### config.mk
export PLATFORM = sky130hd
export DESIGN_NAME = arf_retire_scheduler
export DESIGN_NICKNAME = d
export VERILOG_FILES = /design/src/rtl/arf_retire_scheduler.sv
export SDC_FILE = /design/constraint.sdc
export NUM_CORES = 1
export LEC_CHECK = 0
export CORE_MARGIN = 2
export CORE_UTILIZATION = 25
export CTS_BUF_LIST = sky130_fd_sc_hd__clkbuf_8
export DETAILED_ROUTE_END_ITERATION = 10
export MAX_ROUTING_LAYER = met4
export SYNTH_ARGS = -nofsm -noshare
export SYNTH_HDL_FRONTEND = slang
export SYNTH_SLANG_ARGS = --single-unit
### constraint.sdc
create_clock -name clk -period 12.6 [get_ports clk]
set_input_delay 3.78 -clock clk [delete_from_list [all_inputs] [get_ports clk]]
set_output_delay 3.78 -clock clk [all_outputs]
set_load 0.05 [all_outputs]
### src/rtl/arf_retire_scheduler.sv
// In-order retirement sequencer feeding the two ARF write ports.
// Optional feature macro: DUAL_RETIRE_EN (second retire port); undefined means single retire per cycle.
module arf_retire_scheduler #(
    parameter int unsigned AR_SIZE = 6,
    parameter int unsigned PR_SIZE = 6,
    parameter int unsigned DATA_W  = 32,
    parameter int unsigned DEPTH   = 16,
    parameter int unsigned IDX_W   = 4
) (
    input  logic               clk,
    input  logic               rst,
    input  logic               alloc_valid,
    output logic               alloc_ready,
    input  logic [AR_SIZE-1:0] alloc_arch,
    input  logic [PR_SIZE-1:0] alloc_phys,
    output logic [IDX_W-1:0]   alloc_idx,
    input  logic               cmpl_valid,
    input  logic [IDX_W-1:0]   cmpl_idx,
    input  logic [DATA_W-1:0]  cmpl_data,
    input  logic               flush,
    output logic               arf_write_back,
    output logic               arf_retire1,
    output logic               arf_retire2,
    output logic [PR_SIZE-1:0] arf_write_addr1,
    output logic [PR_SIZE-1:0] arf_write_addr2,
    output logic [DATA_W-1:0]  arf_write_data1,
    output logic [DATA_W-1:0]  arf_write_data2,
    output logic [AR_SIZE-1:0] arf_old_addr1,
    output logic [AR_SIZE-1:0] arf_old_addr2,
    output logic [IDX_W:0]     count,
    output logic               empty
);

    logic [DEPTH-1:0]   valid_q;
    logic [DEPTH-1:0]   done_q;
    logic [AR_SIZE-1:0] arch_q [DEPTH];
    logic [PR_SIZE-1:0] phys_q [DEPTH];
    logic [DATA_W-1:0]  data_q [DEPTH];

    logic [IDX_W-1:0]   head_q, tail_q;
    logic [IDX_W:0]     count_q, count_d;

    logic               retire1_q;
    logic [PR_SIZE-1:0] waddr1_q;
    logic [DATA_W-1:0]  wdata1_q;
    logic [AR_SIZE-1:0] oaddr1_q;

    logic               alloc_fire, cmpl_fire, r1, r2;
    logic [1:0]         adv;

    assign alloc_ready = (count_q < (IDX_W+1)'(DEPTH));
    assign alloc_idx   = tail_q;
    assign count       = count_q;
    assign empty       = (count_q == '0);

    assign alloc_fire = alloc_valid & alloc_ready & ~flush;
    assign cmpl_fire  = cmpl_valid & valid_q[cmpl_idx] & ~done_q[cmpl_idx] & ~flush;
    // flush suppresses retirement in its own cycle
    assign r1         = valid_q[head_q] & done_q[head_q] & ~flush;
    assign adv        = {1'b0, r1} + {1'b0, r2};
    assign count_d    = count_q + (IDX_W+1)'(alloc_fire) - (IDX_W+1)'(adv);

`ifdef DUAL_RETIRE_EN
    logic [IDX_W-1:0]   head_p1;
    logic               retire2_q;
    logic [PR_SIZE-1:0] waddr2_q;
    logic [DATA_W-1:0]  wdata2_q;
    logic [AR_SIZE-1:0] oaddr2_q;

    assign head_p1 = head_q + IDX_W'(1);
    assign r2      = r1 & valid_q[head_p1] & done_q[head_p1];

    always_ff @(posedge clk or posedge rst) begin
        if (rst) begin
            retire2_q <= 1'b0;
            waddr2_q  <= '0;
            wdata2_q  <= '0;
            oaddr2_q  <= '0;
        end else if (flush) begin
            retire2_q <= 1'b0;
        end else begin
            retire2_q <= r2;
            if (r2) begin
                waddr2_q <= phys_q[head_p1];
                wdata2_q <= data_q[head_p1];
                oaddr2_q <= arch_q[head_p1];
            end
        end
    end

    assign arf_retire2     = retire2_q;
    assign arf_write_addr2 = waddr2_q;
    assign arf_write_data2 = wdata2_q;
    assign arf_old_addr2   = oaddr2_q;
`else
    assign r2              = 1'b0;
    assign arf_retire2     = 1'b0;
    assign arf_write_addr2 = '0;
    assign arf_write_data2 = '0;
    assign arf_old_addr2   = '0;
`endif

    assign arf_retire1     = retire1_q;
    assign arf_write_addr1 = waddr1_q;
    assign arf_write_data1 = wdata1_q;
    assign arf_old_addr1   = oaddr1_q;
    assign arf_write_back  = arf_retire1 | arf_retire2;

    // Retiring slots are never the tail while not full, so retire clears and alloc writes never collide.
    always_ff @(posedge clk or posedge rst) begin
        if (rst) begin
            valid_q   <= '0;
            done_q    <= '0;
            head_q    <= '0;
            tail_q    <= '0;
            count_q   <= '0;
            retire1_q <= 1'b0;
            waddr1_q  <= '0;
            wdata1_q  <= '0;
            oaddr1_q  <= '0;
        end else if (flush) begin
            valid_q   <= '0;
            done_q    <= '0;
            head_q    <= '0;
            tail_q    <= '0;
            count_q   <= '0;
            retire1_q <= 1'b0;
        end else begin
            retire1_q <= r1;
            if (r1) begin
                waddr1_q        <= phys_q[head_q];
                wdata1_q        <= data_q[head_q];
                oaddr1_q        <= arch_q[head_q];
                valid_q[head_q] <= 1'b0;
                done_q[head_q]  <= 1'b0;
            end
`ifdef DUAL_RETIRE_EN
            if (r2) begin
                valid_q[head_p1] <= 1'b0;
                done_q[head_p1]  <= 1'b0;
            end
`endif
            if (alloc_fire) begin
                valid_q[tail_q] <= 1'b1;
                done_q[tail_q]  <= 1'b0;
                tail_q          <= tail_q + IDX_W'(1);
            end
            if (cmpl_fire) begin
                done_q[cmpl_idx] <= 1'b1;
            end
            head_q  <= head_q + IDX_W'(adv);
            count_q <= count_d;
        end
    end

    always_ff @(posedge clk) begin
        if (alloc_fire) begin
            arch_q[tail_q] <= alloc_arch;
            phys_q[tail_q] <= alloc_phys;
        end
        if (cmpl_fire) begin
            data_q[cmpl_idx] <= cmpl_data;
        end
    end

endmodule

==> results of run 1 <==
power groups by stage:
stage	clock (W)	combinational, W	sequential, W
4_1_cts	0.00215	0.000210	0.00290
5_1_grt	0.00226	0.000226	0.00290
3_5_place_dp	0	0.000209	0.00295
3_3_place_gp	0	0.000204	0.00295
6_report	0.00209	0.000209	0.00290
2_1_floorplan	0	0.000103	0.00296
metal layers:
metal / track usage / share of wire / vias up
met4: 0.0408 / 0.024 / 0
met1: 0.155 / 0.41 / 8084
met5: - / 0 / -
li1: - / - / 6508
met3: 0.0393 / 0.085 / 127
met2: 0.195 / 0.48 / 631
state kept, by name, summed over array words and instances (netlist names):
signal,count
data_q,512
arch_q,96
alloc_idx,4
done_q,16
arf_write_addr1,6
phys_q,96
valid_q,16
arf_write_data1,32
head_q,4
count,5
arf_old_addr1,6
arf_retire1,1
synthesized netlist by cell type, drive strengths merged (2+ instances only):
master and count:
nand2b 6, xor2 5, a41o 6, a31oi 7, ha 12, inv 28, o21ai 6, nor2 28
mux2 45, a21boi 2, clkbuf 47, or3 3, mux4 181, xnor2 3, nand4 7, a31o 3
mux2i 5, edfxtp 704, nand3b 7, a221o 44, nand3 27, nor3b 2, a21oi 21, nand2 45
dfrtp 90, nor3 9, a22o 44, nor4 5, and2 2, buf 78, nor2b 8
layout make-up:
class | instances | area (µm²)
Antenna cell | 10 | 25.0
Clock buffer | 139 | 1910
Inverter | 28 | 108
Clock inverter | 94 | 522
Timing Repair Buffer | 145 | 1370
Tap cell | 1637 | 2050
Fill cell | 11934 | 86800
Multi-Input combinational cell | 589 | 7080
Sequential cell | 794 | 23400
final timing paths:
path	start	endpoint	cells past startpoint
worst max register to register	head_q[0]$_DFF_PP0_	count[4]$_DFF_PP0_	15
min in group asynchronous	rst	arf_write_data1[17]$_DFFE_PP0P_	2
worst min-delay path	arf_write_data1[2]$_DFFE_PP0P_	arf_write_data1[2]$_DFFE_PP0P_	1
worst min register to register	arf_write_data1[2]$_DFFE_PP0P_	arf_write_data1[2]$_DFFE_PP0P_	1
max in group asynchronous	rst	head_q[1]$_DFF_PP0_	3
worst max-delay path	count[2]$_DFF_PP0_	empty	4
kinds of logic after synthesis:
group | share of synthesized area
muxes | 0.150
DFF | 0.755
AOI/OAI and AO/OA | 0.0369
adders and majority gates | 0.00549
buffers and inverters | 0.0263
other | 0.000121
and+or+nand+nor | 0.0245
xor gates and xnor gates | 0.00226
stage by stage:
step	hold slack (ns)	area, µm²	std cells
after floorplan	0.465	31200	1536
after global placement	0.480	34000	3193
after detailed placement	0.491	34000	3193
after CTS	0.509	36400	3426
after global routing	0.520	36500	3436
final	0.503	36500	3436
==> tab_implementation.tex, run 1 <==
\begin{tabular}{lr}
\hline
Metric & Value \\
\hline
\multicolumn{2}{l}{\textbf{Clock network}} \\
Root buffer selected by CTS & sky130\_fd\_sc\_hd\_\_clkbuf\_8 \\
Register clock-pin slew on the reported worst setup and hold paths & 0.06 ns \\
Post-cts resize count & 0 \\
Number of clock buffers inserted by TritonCTS & 130 \\
Clock tree from TritonCTS & built \\
H-tree levels & 4 \\
Maximum clock insertion buffer count & 3 \\
Post-CTS setup buffer count & 0 \\
Post-CTS Hold Fix Bufs & 0 \\
Clock sinks & 794 \\
Clock latency reported for the late side of the worst-skew pair & between 0.7 and 0.8 ns \\
\multicolumn{2}{l}{\textbf{Synth}} \\
EDFF count, synth & 704 \\
Post-synthesis area per instance & 20.8 µm² \\
Cells after Synth & 1492 \\
Most instantiated flip-flop cell in the synthesis netlist & sky130\_fd\_sc\_hd\_\_edfxtp\_1 \\
Count of distinct cell types in the synthesized netlist & 49 \\
Share of flip-flops with an asynchronous set or reset after synthesis & 0.113 \\
Count of yosys warnings during synthesis & 0 \\
Cell type with the highest aggregate area in the netlist & sky130\_fd\_sc\_hd\_\_edfxtp\_1 \\
Mapped cell area & 31000 µm² \\
Share of Yosys cell area claimed by the top area cell type & 0.682 \\
Fraction of the yosys area taken by sequential cells & 0.755 \\
Top cells by area in the synthesized netlist & sky130\_fd\_sc\_hd\_\_edfxtp\_1 (68\%), sky130\_fd\_sc\_hd\_\_mux4\_2 (13\%), sky130\_fd\_sc\_hd\_\_dfrtp\_1 (7.3\%), sky130\_fd\_sc\_hd\_\_mux2\_2 (1.6\%), sky130\_fd\_sc\_hd\_\_a221o\_1 (1.4\%) \\
Yosys reg bits & about 790 \\
\multicolumn{2}{l}{\textbf{Pwr}} \\
Net load switching power & 0.00118 W \\
Power per unit of standard cell area & 142 nW/µm² \\
Worst-case vdd ir drop & 0.0837 mV \\
Combinational Power Share & 0.040 \\
Share of total power in the clock network & 0.402 \\
Total power of the final layout & 0.00519 W \\
Total internal power & $\sim$0.0040 W \\
Portion of total power attributed to sequential cells & 0.558 \\
Leakage component of the power & approximately 12 nW \\
Switching share of total power & 0.228 \\
\multicolumn{2}{l}{\textbf{Worst setup path}} \\
Worst R2R Setup Slack & 8.10 ns \\
Cell at the slowest stage of the critical path & sky130\_fd\_sc\_hd\_\_clkdlybuf4s50\_1 \\
Cell class contributing the biggest share of worst-path delay & buffers and inverters \\
Arrival time at the worst endpoint & 2.72 ns \\
Sort of element at the end of the critical path & primary output \\
CP cell instances & inv\_1, ha\_1, nor4b\_1, clkdlybuf4s50\_1 \\
Biggest fanout along the worst timing path & 3 \\
Max incr delay on CP & about 0.87 ns \\
Buf+Inv Stages, Crit Path & 2 \\
WP data required & just under 9 ns \\
Kind of start point of the critical path & flop \\
Critical path class & flop to primary output \\
\multicolumn{2}{l}{\textbf{Layout}} \\
Final cell utilization of the core & 0.296 \\
Most frequent standard cell in the layout excluding fill and tap cells & sky130\_fd\_sc\_hd\_\_edfxtp\_1 \\
Nets & 1754 \\
Commonest non-fill, non-tap cells in the layout & sky130\_fd\_sc\_hd\_\_edfxtp\_1 (704), sky130\_fd\_sc\_hd\_\_mux4\_2 (181), sky130\_fd\_sc\_hd\_\_clkbuf\_8 (139), sky130\_fd\_sc\_hd\_\_clkdlybuf4s50\_1 (108), sky130\_fd\_sc\_hd\_\_dfrtp\_1 (88) \\
Proportion of layout cells with a drive suffix above 1 & 0.255 \\
Relative area change from synthesis to final layout & 17.7\% \\
\multicolumn{2}{l}{\textbf{Detailed routing}} \\
DR DRC count & 0 \\
Remaining antenna violation count & 0 \\
Routed wire per std cell & 22.4 µm \\
Vias & around 15000 \\
Routed via count divided by cell count & 4.47 \\
Pre-Repair DR Iteration Count & 5 \\
Routed wire length & 76.9 mm \\
Drt initial violations & 1561 \\
\multicolumn{2}{l}{\textbf{Timing}} \\
Final worst setup slack & 6.10 ns \\
Final clock period utilization by the worst path & 0.516 \\
Max Transition Viols Final & 0 \\
Slew of the pin with the lowest slew margin & 1.19 ns \\
Post-Route Setup TNS & 0 ns \\
Number of hold violations in the final report & 0 \\
Count of endpoints failing setup in the final report & 0 \\
Final Skew & 0.0253 ns \\
Achievable frequency & 154 MHz \\
Tmin final & roughly 6.5 ns \\
Max transition margin & 0.205 \\
RSZ-0062 raised after global routing & no \\
\multicolumn{2}{l}{\textbf{Floorplanning}} \\
CORE AREA & around 120000 µm² \\
Die area & between 100000 and 150000 µm² \\
Total number of placement rows & around 130 \\
Overall die height & 356 µm \\
Count of boundary I/O pins & 155 \\
Die W & 356 µm \\
Initial standard-cell utilization of the core & 0.251 \\
\multicolumn{2}{l}{\textbf{Place}} \\
Weighted congestion at the end of routability-driven global placement & 0.868 \\
Port bufs & 109 \\
Detailed placement HPWL & 47.4 mm \\
Worst setup slack after placement & approximately 5.5 ns \\
\multicolumn{2}{l}{\textbf{GRT}} \\
Largest net degree at the start of global routing & 118 \\
First-pass GRT wire length & 112 mm \\
Via count of the first global-routing pass & 16148 \\
Initial antenna violation count & 14 \\
Leftover overflow at the end of global routing & 0 \\
Global routing usage summed across all routing layers & 0.125 \\
\multicolumn{2}{l}{\textbf{Worst hold path}} \\
Path category of the worst min-delay check & flop to flop \\
\multicolumn{2}{l}{\textbf{Outcome}} \\
Run status & complete, no violations \\
\multicolumn{2}{l}{\textbf{Job}} \\
Total of max-cap violations & 0 \\
\hline
\end{tabular}
Note: power is estimated with default switching activity, not from simulation.
==> inputs of run 2 (changes only) <==
==> constraint.sdc (replaced) <==
create_clock -name clk -period 5.4 [get_ports clk]
set_input_delay 1.62 -clock clk [delete_from_list [all_inputs] [get_ports clk]]
set_output_delay 1.62 -clock clk [all_outputs]
set_load 0.05 [all_outputs]
==> tab_implementation.tex, run 2 (synthesized netlist as in run 1, its figures left out) <==
\begin{tabular}{lr}
\hline
Metric & Value \\
\hline
\multicolumn{2}{l}{\textbf{Outcome}} \\
Run status & complete, no violations \\
\multicolumn{2}{l}{\textbf{Clock network}} \\
Root buffer selected by CTS & sky130\_fd\_sc\_hd\_\_clkbuf\_8 \\
Post-cts resize count & 0 \\
Clock sinks & 794 \\
Post-CTS setup buffer count & 0 \\
H-tree levels & 3 \\
Number of clock buffers inserted by TritonCTS & 116 \\
Clock tree from TritonCTS & built \\
Clock latency reported for the late side of the worst-skew pair & 0.75 ns \\
Register clock-pin slew on the reported worst setup and hold paths & approximately 0.07 ns \\
Post-CTS Hold Fix Bufs & 0 \\
Maximum clock insertion buffer count & 3 \\
\multicolumn{2}{l}{\textbf{Worst setup path}} \\
Levels on crit path & 4 \\
Biggest fanout along the worst timing path & 3 \\
Critical path class & flop to primary output \\
Source of the worst register-to-register timing path & head\_q[0]\$\_DFF\_PP0\_ \\
Arrival time at the worst endpoint & 2.83 ns \\
R2R cell count & 14 \\
Kind of start point of the critical path & flop \\
End of the worst register-to-register path & count[4]\$\_DFF\_PP0\_ \\
Buf+Inv Stages, Crit Path & 2 \\
CP cell instances & inv\_1, ha\_1, nor4b\_1, clkdlybuf4s50\_1 \\
WP data required & 3.78 ns \\
Sort of element at the end of the critical path & primary output \\
Max incr delay on CP & 0.88 ns \\
Worst R2R Setup Slack & 1.52 ns \\
Cell at the slowest stage of the critical path & sky130\_fd\_sc\_hd\_\_clkdlybuf4s50\_1 \\
Cell class contributing the biggest share of worst-path delay & buffers and inverters \\
\multicolumn{2}{l}{\textbf{Timing}} \\
Count of endpoints failing setup in the final report & 0 \\
Max Transition Viols Final & 0 \\
RSZ-0062 raised after global routing & no \\
Slew of the pin with the lowest slew margin & $\sim$1.1 ns \\
Max transition margin & 0.241 \\
Final clock period utilization by the worst path & 0.825 \\
Number of hold violations in the final report & 0 \\
Tmin final & around 4.5 ns \\
Final worst setup slack & 0.947 ns \\
Achievable frequency & 225 MHz \\
Worst hold-check slack & roughly 0.50 ns \\
Final Skew & 0.0522 ns \\
Post-Route Setup TNS & 0 ns \\
\multicolumn{2}{l}{\textbf{Pwr}} \\
Worst-case vdd ir drop & 0.165 mV \\
Total internal power & 0.00939 W \\
Portion of total power attributed to sequential cells & 0.559 \\
Leakage component of the power & approximately 12 nW \\
Net load switching power & around 0.0027 W \\
Combinational Power Share & 0.040 \\
Share of total power in the clock network & 0.401 \\
Switching share of total power & 0.224 \\
Power per unit of standard cell area & 331 nW/µm² \\
\multicolumn{2}{l}{\textbf{Layout}} \\
Proportion of layout cells with a drive suffix above 1 & 0.261 \\
Relative area change from synthesis to final layout & 18.0\% \\
Count of non-filler cells in the finished layout & 3430 \\
Most frequent standard cell in the layout excluding fill and tap cells & sky130\_fd\_sc\_hd\_\_edfxtp\_1 \\
Largest reg by FF count & data\_q \\
Commonest non-fill, non-tap cells in the layout & sky130\_fd\_sc\_hd\_\_edfxtp\_1 (704), sky130\_fd\_sc\_hd\_\_mux4\_2 (181), sky130\_fd\_sc\_hd\_\_clkbuf\_8 (135), sky130\_fd\_sc\_hd\_\_clkdlybuf4s50\_1 (109), sky130\_fd\_sc\_hd\_\_dfrtp\_1 (88) \\
Max reg flops & 512 \\
Nets & 1747 \\
Largest registers ranked by flip-flop count & data\_q (512), arch\_q (96), phys\_q (96) \\
Final cell utilization of the core & 0.297 \\
\multicolumn{2}{l}{\textbf{GRT}} \\
First-pass GRT wire length & approximately 110 mm \\
Initial antenna violation count & 17 \\
Largest net degree at the start of global routing & 144 \\
Global routing usage summed across all routing layers & 0.124 \\
Via count of the first global-routing pass & 16560 \\
Leftover overflow at the end of global routing & 0 \\
\multicolumn{2}{l}{\textbf{Detailed routing}} \\
Vias & between 15000 and 20000 \\
Routed wire per std cell & 22.3 µm \\
Remaining antenna violation count & 0 \\
Drt initial violations & 1396 \\
Routed via count divided by cell count & 4.54 \\
DR DRC count & 0 \\
Pre-Repair DR Iteration Count & 5 \\
Routed wire length & 76.5 mm \\
\multicolumn{2}{l}{\textbf{Floorplanning}} \\
Initial standard-cell utilization of the core & 0.251 \\
Die W & 356 µm \\
Count of boundary I/O pins & 155 \\
Die area & 127000 µm² \\
Overall die height & 356 µm \\
Total number of placement rows & between 100 and 150 \\
CORE AREA & 123000 µm² \\
\multicolumn{2}{l}{\textbf{Job}} \\
Total of max-cap violations & 0 \\
\multicolumn{2}{l}{\textbf{Worst hold path}} \\
Path category of the worst min-delay check & flop to flop \\
Hold-critical path depth & 1 \\
Worst Hold Path EP & arf\_write\_data1[2]\$\_DFFE\_PP0P\_ \\
Worst hold start & arf\_write\_data1[2]\$\_DFFE\_PP0P\_ \\
\multicolumn{2}{l}{\textbf{Place}} \\
Worst setup slack after placement & 0.739 ns \\
Weighted congestion at the end of routability-driven global placement & 0.843 \\
Port bufs & between 100 and 150 \\
Detailed placement HPWL & 47.5 mm \\
Post-placement cell count & between 3000 and 4000 \\
\hline
\end{tabular}
run 2: cell types whose count changed in the layout (fill, tap and decap cells not counted), sizes merged:
cell and change:
buf +6, bufinv +3, clkbuf -4, clkdlybuf4s50 +1
clkinv +2, clkinvlp -1, diode +4, inv -17
run 2: layer usage:
layer  routed length (µm)  track usage  up-vias
li1                     -            -     6487
met1                32600        0.162     8307
met2                35900        0.190      634
met3                 6220       0.0323      138
met4                 1880       0.0365        0
met5                    0            -        -
run 2: area by class of cell:
| class | instances | area [µm²] |
|---|---|---|
| Clock buffer | 135 | 1860 |
| Timing Repair Buffer | 152 | 1500 |
| Fill cell | 11905 | 86700 |
| Clock inverter | 81 | 531 |
| Multi-Input combinational cell | 589 | 7080 |
| Sequential cell | 794 | 23400 |
| Inverter | 28 | 108 |
| Tap cell | 1637 | 2050 |
| Antenna cell | 14 | 35.0 |
run 2: power by group through the flow:
stage	Sequential, W	Combinational [W]	Clock [W]
floorplan	0.00691	0.000241	0
global placement	0.00689	0.000479	0
CTS	0.00676	0.000492	0.00499
detailed placement	0.00689	0.000491	0
global route	0.00676	0.000524	0.00525
finish	0.00677	0.000488	0.00485
run 2: worst register-to-register path: cells and delay by family (launching register included):
family | cells | cell delay (ns)
compound gates | 4 | 0.83
fa+ha+maj | 3 | 0.78
buf+inv | 3 | 0.19
flops | 1 | 1.06
simple gates | 4 | 0.95
run 2: how the worst max path moves through the flow:
stage | to | slack [ns] | from
4_1_cts | empty | 0.83 | count[3]$_DFF_PP0_
3_5_place_dp | data_q[13][19]$_DFFE_PP_ | 0.74 | cmpl_idx[0]
5_1_grt | empty | 0.75 | count[3]$_DFF_PP0_
3_3_place_gp | data_q[11][14]$_DFFE_PP_ | 0.77 | flush
2_1_floorplan | data_q[4][0]$_DFFE_PP_ | -0.66 | cmpl_idx[3]
6_report | empty | 0.95 | count[3]$_DFF_PP0_
run 2: through the flow:
| stage | power (W) | cell area, µm² |
|---|---|---|
| final | 0.0121 | 36600 |
| after global routing | 0.0125 | 36600 |
| after CTS | 0.0122 | 36500 |
| after detailed placement | 0.00738 | 34100 |
| after global placement | 0.00737 | 34100 |
| after floorplan | 0.00715 | 31200 |
